File: src/rtl/pe_conv_arbiter.sv
// rtl/pe_conv_arbiter.sv - round-robin arbiter sharing one conversion PE among requesters
//
// Purpose: picks one requester per issue (round-robin, locked while the PE
// stalls), drives the shared PE operand channels, tracks issuing requester
// indices in an in-order tag FIFO and routes each PE result back.
//
// Ports:
//   clk, rst_n                  clock, synchronous active-low reset
//   req_valid/req_ready         per-requester operand-pair handshake
//   req_a_data/req_b_data       packed operands, requester i at [i*W +: W]
//   rsp_valid/rsp_ready         per-requester result handshake
//   rsp_data                    shared result bus, qualified by rsp_valid
//   pe_in0_*/pe_in1_*           PE operand A/B channels (valids always equal)
//   pe_out_*                    PE result channel
//   busy                        tag FIFO non-empty
//   stat_issue_cnt/stat_stall_cnt  saturating counters, only with PE_CONV_ARB_STATS_EN
module pe_conv_arbiter #(
    parameter int NUM_REQ   = 2,
    parameter int A_WIDTH   = 16,
    parameter int B_WIDTH   = 32,
    parameter int R_WIDTH   = 16,
    parameter int TAG_DEPTH = 4
) (
    input  logic                         clk,
    input  logic                         rst_n,
    input  logic [NUM_REQ-1:0]           req_valid,
    output logic [NUM_REQ-1:0]           req_ready,
    input  logic [NUM_REQ*A_WIDTH-1:0]   req_a_data,
    input  logic [NUM_REQ*B_WIDTH-1:0]   req_b_data,
    output logic [NUM_REQ-1:0]           rsp_valid,
    input  logic [NUM_REQ-1:0]           rsp_ready,
    output logic [R_WIDTH-1:0]           rsp_data,
    output logic                         pe_in0_valid,
    input  logic                         pe_in0_ready,
    output logic [A_WIDTH-1:0]           pe_in0_data,
    output logic                         pe_in1_valid,
    input  logic                         pe_in1_ready,
    output logic [B_WIDTH-1:0]           pe_in1_data,
    input  logic                         pe_out_valid,
    output logic                         pe_out_ready,
    input  logic [R_WIDTH-1:0]           pe_out_data,
    output logic                         busy
`ifdef PE_CONV_ARB_STATS_EN
    ,
    output logic [NUM_REQ*32-1:0]        stat_issue_cnt,
    output logic [31:0]                  stat_stall_cnt
`endif
);

    localparam int IDX_W = (NUM_REQ > 1) ? $clog2(NUM_REQ) : 1;
    localparam int PTR_W = $clog2(TAG_DEPTH);
    localparam int CNT_W = PTR_W + 1;

    logic [IDX_W-1:0] rr_ptr;
    logic [IDX_W-1:0] locked_idx;
    logic             lock;
    logic [IDX_W-1:0] grant_idx;
    logic             any_grant;
    logic             issue_valid;
    logic             fire;
    logic             pop;
    int               cand;

    logic [IDX_W-1:0] tag_mem [TAG_DEPTH];
    logic [PTR_W-1:0] wr_ptr;
    logic [PTR_W-1:0] rd_ptr;
    logic [CNT_W-1:0] count;
    logic             fifo_full;
    logic             fifo_empty;
    logic [IDX_W-1:0] head_tag;

    // Grant: a locked grant holds the PE inputs stable until they transfer;
    // otherwise the lowest offset from rr_ptr wins (scan high-to-low so the
    // last overwrite is the nearest candidate).
    always_comb begin
        grant_idx = rr_ptr;
        any_grant = 1'b0;
        cand      = 0;
        if (lock) begin
            grant_idx = locked_idx;
            any_grant = 1'b1;
        end else begin
            for (int k = NUM_REQ - 1; k >= 0; k--) begin
                cand = int'(rr_ptr) + k;
                if (cand >= NUM_REQ) begin
                    cand = cand - NUM_REQ;
                end
                if (req_valid[cand]) begin
                    grant_idx = IDX_W'(cand);
                    any_grant = 1'b1;
                end
            end
        end
    end

    assign fifo_full   = (count == CNT_W'(TAG_DEPTH));
    assign fifo_empty  = (count == '0);
    // Gating with rst_n keeps the issue channel quiet while reset is held.
    assign issue_valid = rst_n & any_grant & ~fifo_full;
    assign fire        = issue_valid & pe_in0_ready & pe_in1_ready;

    assign pe_in0_valid = issue_valid;
    assign pe_in1_valid = issue_valid;
    assign pe_in0_data  = issue_valid ? req_a_data[grant_idx*A_WIDTH +: A_WIDTH] : '0;
    assign pe_in1_data  = issue_valid ? req_b_data[grant_idx*B_WIDTH +: B_WIDTH] : '0;

    always_comb begin
        req_ready = '0;
        if (fire) begin
            req_ready[grant_idx] = 1'b1;
        end
    end

    // Return path: results come back in issue order, so the FIFO head names
    // the only requester that can own the current PE result.
    assign head_tag = tag_mem[rd_ptr];

    always_comb begin
        rsp_valid    = '0;
        pe_out_ready = 1'b0;
        if (!fifo_empty) begin
            rsp_valid[head_tag] = pe_out_valid;
            pe_out_ready        = rsp_ready[head_tag];
        end
    end

    assign rsp_data = pe_out_data;
    assign pop      = pe_out_valid & pe_out_ready;
    assign busy     = ~fifo_empty;

    always_ff @(posedge clk) begin
        if (!rst_n) begin
            rr_ptr     <= '0;
            lock       <= 1'b0;
            locked_idx <= '0;
        end else if (fire) begin
            lock   <= 1'b0;
            rr_ptr <= (grant_idx == IDX_W'(NUM_REQ - 1)) ? '0 : grant_idx + 1'b1;
        end else if (issue_valid) begin
            lock       <= 1'b1;
            locked_idx <= grant_idx;
        end
    end

    always_ff @(posedge clk) begin
        if (!rst_n) begin
            wr_ptr <= '0;
            rd_ptr <= '0;
            count  <= '0;
        end else begin
            if (fire) begin
                wr_ptr <= wr_ptr + 1'b1;
            end
            if (pop) begin
                rd_ptr <= rd_ptr + 1'b1;
            end
            count <= count + CNT_W'(fire) - CNT_W'(pop);
        end
    end

    always_ff @(posedge clk) begin
        if (fire) begin
            tag_mem[wr_ptr] <= grant_idx;
        end
    end

`ifdef PE_CONV_ARB_STATS_EN
    logic [31:0] issue_cnt [NUM_REQ];
    logic [31:0] stall_cnt;

    always_ff @(posedge clk) begin
        if (!rst_n) begin
            for (int i = 0; i < NUM_REQ; i++) begin
                issue_cnt[i] <= '0;
            end
            stall_cnt <= '0;
        end else begin
            for (int i = 0; i < NUM_REQ; i++) begin
                if (fire && grant_idx == IDX_W'(i) && issue_cnt[i] != 32'hFFFF_FFFF) begin
                    issue_cnt[i] <= issue_cnt[i] + 32'd1;
                end
            end
            if (|req_valid && !fire && stall_cnt != 32'hFFFF_FFFF) begin
                stall_cnt <= stall_cnt + 32'd1;
            end
        end
    end

    for (genvar gi = 0; gi < NUM_REQ; gi++) begin : g_stat
        assign stat_issue_cnt[gi*32 +: 32] = issue_cnt[gi];
    end
    assign stat_stall_cnt = stall_cnt;
`endif

endmodule

File: config.mk
export PLATFORM = sky130hd
export DESIGN_NAME = pe_conv_arbiter
export DESIGN_NICKNAME = d
export VERILOG_FILES = /design/src/rtl/pe_conv_arbiter.sv
export SDC_FILE = /design/constraint.sdc
export NUM_CORES = 1
export LEC_CHECK = 0
export ABC_CLOCK_PERIOD_IN_PS = 3900
export BUFFER_PORTS_ARGS = -buffer_cell sky130_fd_sc_hd__buf_2
export CAP_MARGIN = 20
export CORE_ASPECT_RATIO = 0.9
export CORE_MARGIN = 10
export CORE_UTILIZATION = 36
export DETAILED_ROUTE_END_ITERATION = 12
export PLACE_DENSITY = 0.83
export REMOVE_ABC_BUFFERS = 1
export SLEW_MARGIN = 25
export SYNTH_ARGS = -nofsm -noshare
export SYNTH_HDL_FRONTEND = slang
export SYNTH_SLANG_ARGS = --single-unit
File: constraint.sdc
create_clock -name clk -period 3.9 [get_ports clk]
set_input_delay 0.78 -clock clk [delete_from_list [all_inputs] [get_ports clk]]
set_output_delay 0.78 -clock clk [all_outputs]
set_load 0.005 [all_outputs]
==> results.toml <==
[worst_setup_path]
crit_path_cell_trace = "buf_2, o31ai_1, or2_2, buf_12, inv_2, buf_2"
crit_top_cell = "buf_2"
max_stage_delay_ns = 0.45
r2r_cells = 11
worstPathRequired_ns = 3.12
path_max_fanout = 31
arrival_ns = 2.17
critPathLaunchType = "primary input"
end_kind = "output pin"
path_depth = 6
worst-path-buf-inv = 4
cpLargestDelayFamily = "buffers and inverters"
slowest_stage = "or2_2"
worstReg2RegStart = "tag_mem[3]"
startpoint = "req_valid[1]"
r2r_slack_ns = 1.25
crit_type = "primary input to output pin"
r2r_end = "count[2]"

[clocking]
clk_path_buf_depth = 2
cts_root_buffer = "clkbuf_8"
numCtsBuffers = 3
cts_tree = "built"
htree_levels = 1
post_cts_buffers = 0
clock-sinks = 16
hold_buffers = 0
clk_pin_slew_ns = 0.06
ctsResizeCount = 0
clock_latency_ns = 0.25

[final_layout]
synthToLayoutAreaGrowth_pct = 47.6
fin_nets = 517
final_area_sq_um = 2370
layout-drive-gt1-share_pct = 45.1
final_core_util_pct = 56.5
antenna_cells = 0
num-fill-cells = 419

[die]
io_pins = 193
dieArea_sq_um = 7520
start_util_pct = 38.3
die_w_um = 90.3
rows = 22
die_y_um = 83.3
core_sq_um = 4180

[synth]
synth_top_area_share_pct = 23.4
yosys_warnings = 0
synth.distinct_cells = 33
synthTopCellsByArea = "nand2_1 23%, a21oi_1 16%, dfxtp_1 15%"
synth_cells = 255
synth-main-ff-cell = "dfxtp_1"
synth_edf_count = 4
synth_common_cells = "100 x nand2_1, 50 x a21oi_1, 17 x buf_4, 12 x buf_2, 12 x dfxtp_1"
yosysMostFrequentCell = "nand2_1"
synth_top_area_cell = "nand2_1"
ys_ff_latch = 16
netlist_area_sq_um = 1600
syn_area_per_cell_sq_um = 6.29
synthArstFlopShare_pct = 0
yosysSeqAreaShare_pct = 22.5

[global_routing]
met1_usage_pct = 16.8
grt_overflow = 0
antenna_found_initial = 0
grt_max_degree = 52
grt_pass1_vias = 2172
grtUsageMet3_pct = 9.89
met2_usage_pct = 29.2
grt_first_pass_wirelength_mm = 10.7
grtUsageTotal_pct = 16.8
busiest_layer = "met2"

[route]
post_drt_via_cell_ratio = 4.85
ant_nets = 0
route.detailed.drc = 0
drt_iter0_drc = 84
drt_wl_total_mm = 6.92
dr.pass1.iters = 4
wl_per_cell_um = 15.4
vias = 2171

[timing]
slew_violations = 0
fin_ws_ns = 0.950
skew_ns = 0.00105
worst_pin_slew_ns = 0.540
setup_tns_ns = 0
hold_viol_final = 0
layout_min_cycle_time_ns = 2.95
max_slew_margin_pct = 63.8
rsz0062_at_grt = "false"
fmax_mhz = 339
setup_viol = 0
finalCritPeriodShare_pct = 75.6

[worst_hold_path]
holdPathStages = 2
whs_endpoint = "rd_ptr[1]"
holdCritPathClass = "flip-flop to flip-flop"
min_from = "rd_ptr[1]"

[placed_design]
place_congestion = 0.828
placed_cell_area_sq_um = 2320
place_ws_ns = 0.950
dp_hpwl_mm = 5.78
port_buffers = 160

[power]
p_per_area_nw_per_um2 = 356
power_leakage_uw = 0.00134
vdd_drop_max_v = 0.000139

[flow_run]
maxCapViolCount = 0

[run_status]
status = "complete, no violations"
-- metrics by stage --
step,hold WS [ns],std cells,total power (uW)
6_report,0.493,448,842
4_1_cts,0.496,448,857
3_3_place_gp,0.475,444,712
5_1_grt,0.525,448,923
3_5_place_dp,0.486,444,722
2_1_floorplan,0.459,221,487
-- logic make-up after synthesis --
logic type | count (synthesis) | share of synthesized area [%]
buf+inv | 43 | 15.0
fa+ha+maj | 7 | 5.93
xor+xnor | 3 | 1.64
mux | 6 | 4.76
flops | 16 | 22.5
simple gates | 124 | 31.6
compound gates | 56 | 18.6
-- worst max-delay path by stage --
stage | to | slack, ns
after detailed placement | pe_in0_valid | 0.95
after global placement | pe_in1_data[13] | 0.97
after CTS | pe_in0_valid | 0.94
after global routing | req_ready[1] | 0.82
final | pe_in0_valid | 0.95
after floorplan | req_ready[0] | 0.31
-- cell type report --
| class | count | area [sq um] | area share (%) |
|---|---|---|---|
| Timing Repair Buffer | 163 | 848 | 35.9 |
| Tap cell | 60 | 75.1 | 3.17 |
| Clock inverter | 1 | 3.75 | 0.159 |
| Inverter | 9 | 33.8 | 1.43 |
| Multi-Input combinational cell | 196 | 1000 | 42.4 |
| Sequential cell | 16 | 360 | 15.2 |
| Clock buffer | 3 | 41.3 | 1.75 |
-- power by group --
part	switching [uW]	leakage [uW]	internal (uW)
registers	19.7	0.000135	196
logic	276	0.00118	223
clock network	58.0	0.0000231	70.0
-- layout by cell type, fill, tap and decap left out, types with 4 or more instances in the layout --
cell type,synthesis,layout
a21oi_1,50,50
dfxtp_1,12,12
mux2i_1,4,4
and2_1,5,5
edfxtp_1,4,4
buf_2,12,160
ha_1,6,6
nor2_1,8,8
nand2_1,100,100
inv_1,7,7
-- tightest hold or removal path, stage by stage (launching register included) --
cell	delay (ns)
dfxtp_1	0.30
o21ai_0	0.06
a21oi_1	0.07
-- routing by layer --
layer,part of all wire [%],wire length (um)
met1,35,2410
met2,50,3480
met5,0,0
met3,14,946
met4,1.1,78
(Power assumes the default switching activity.)
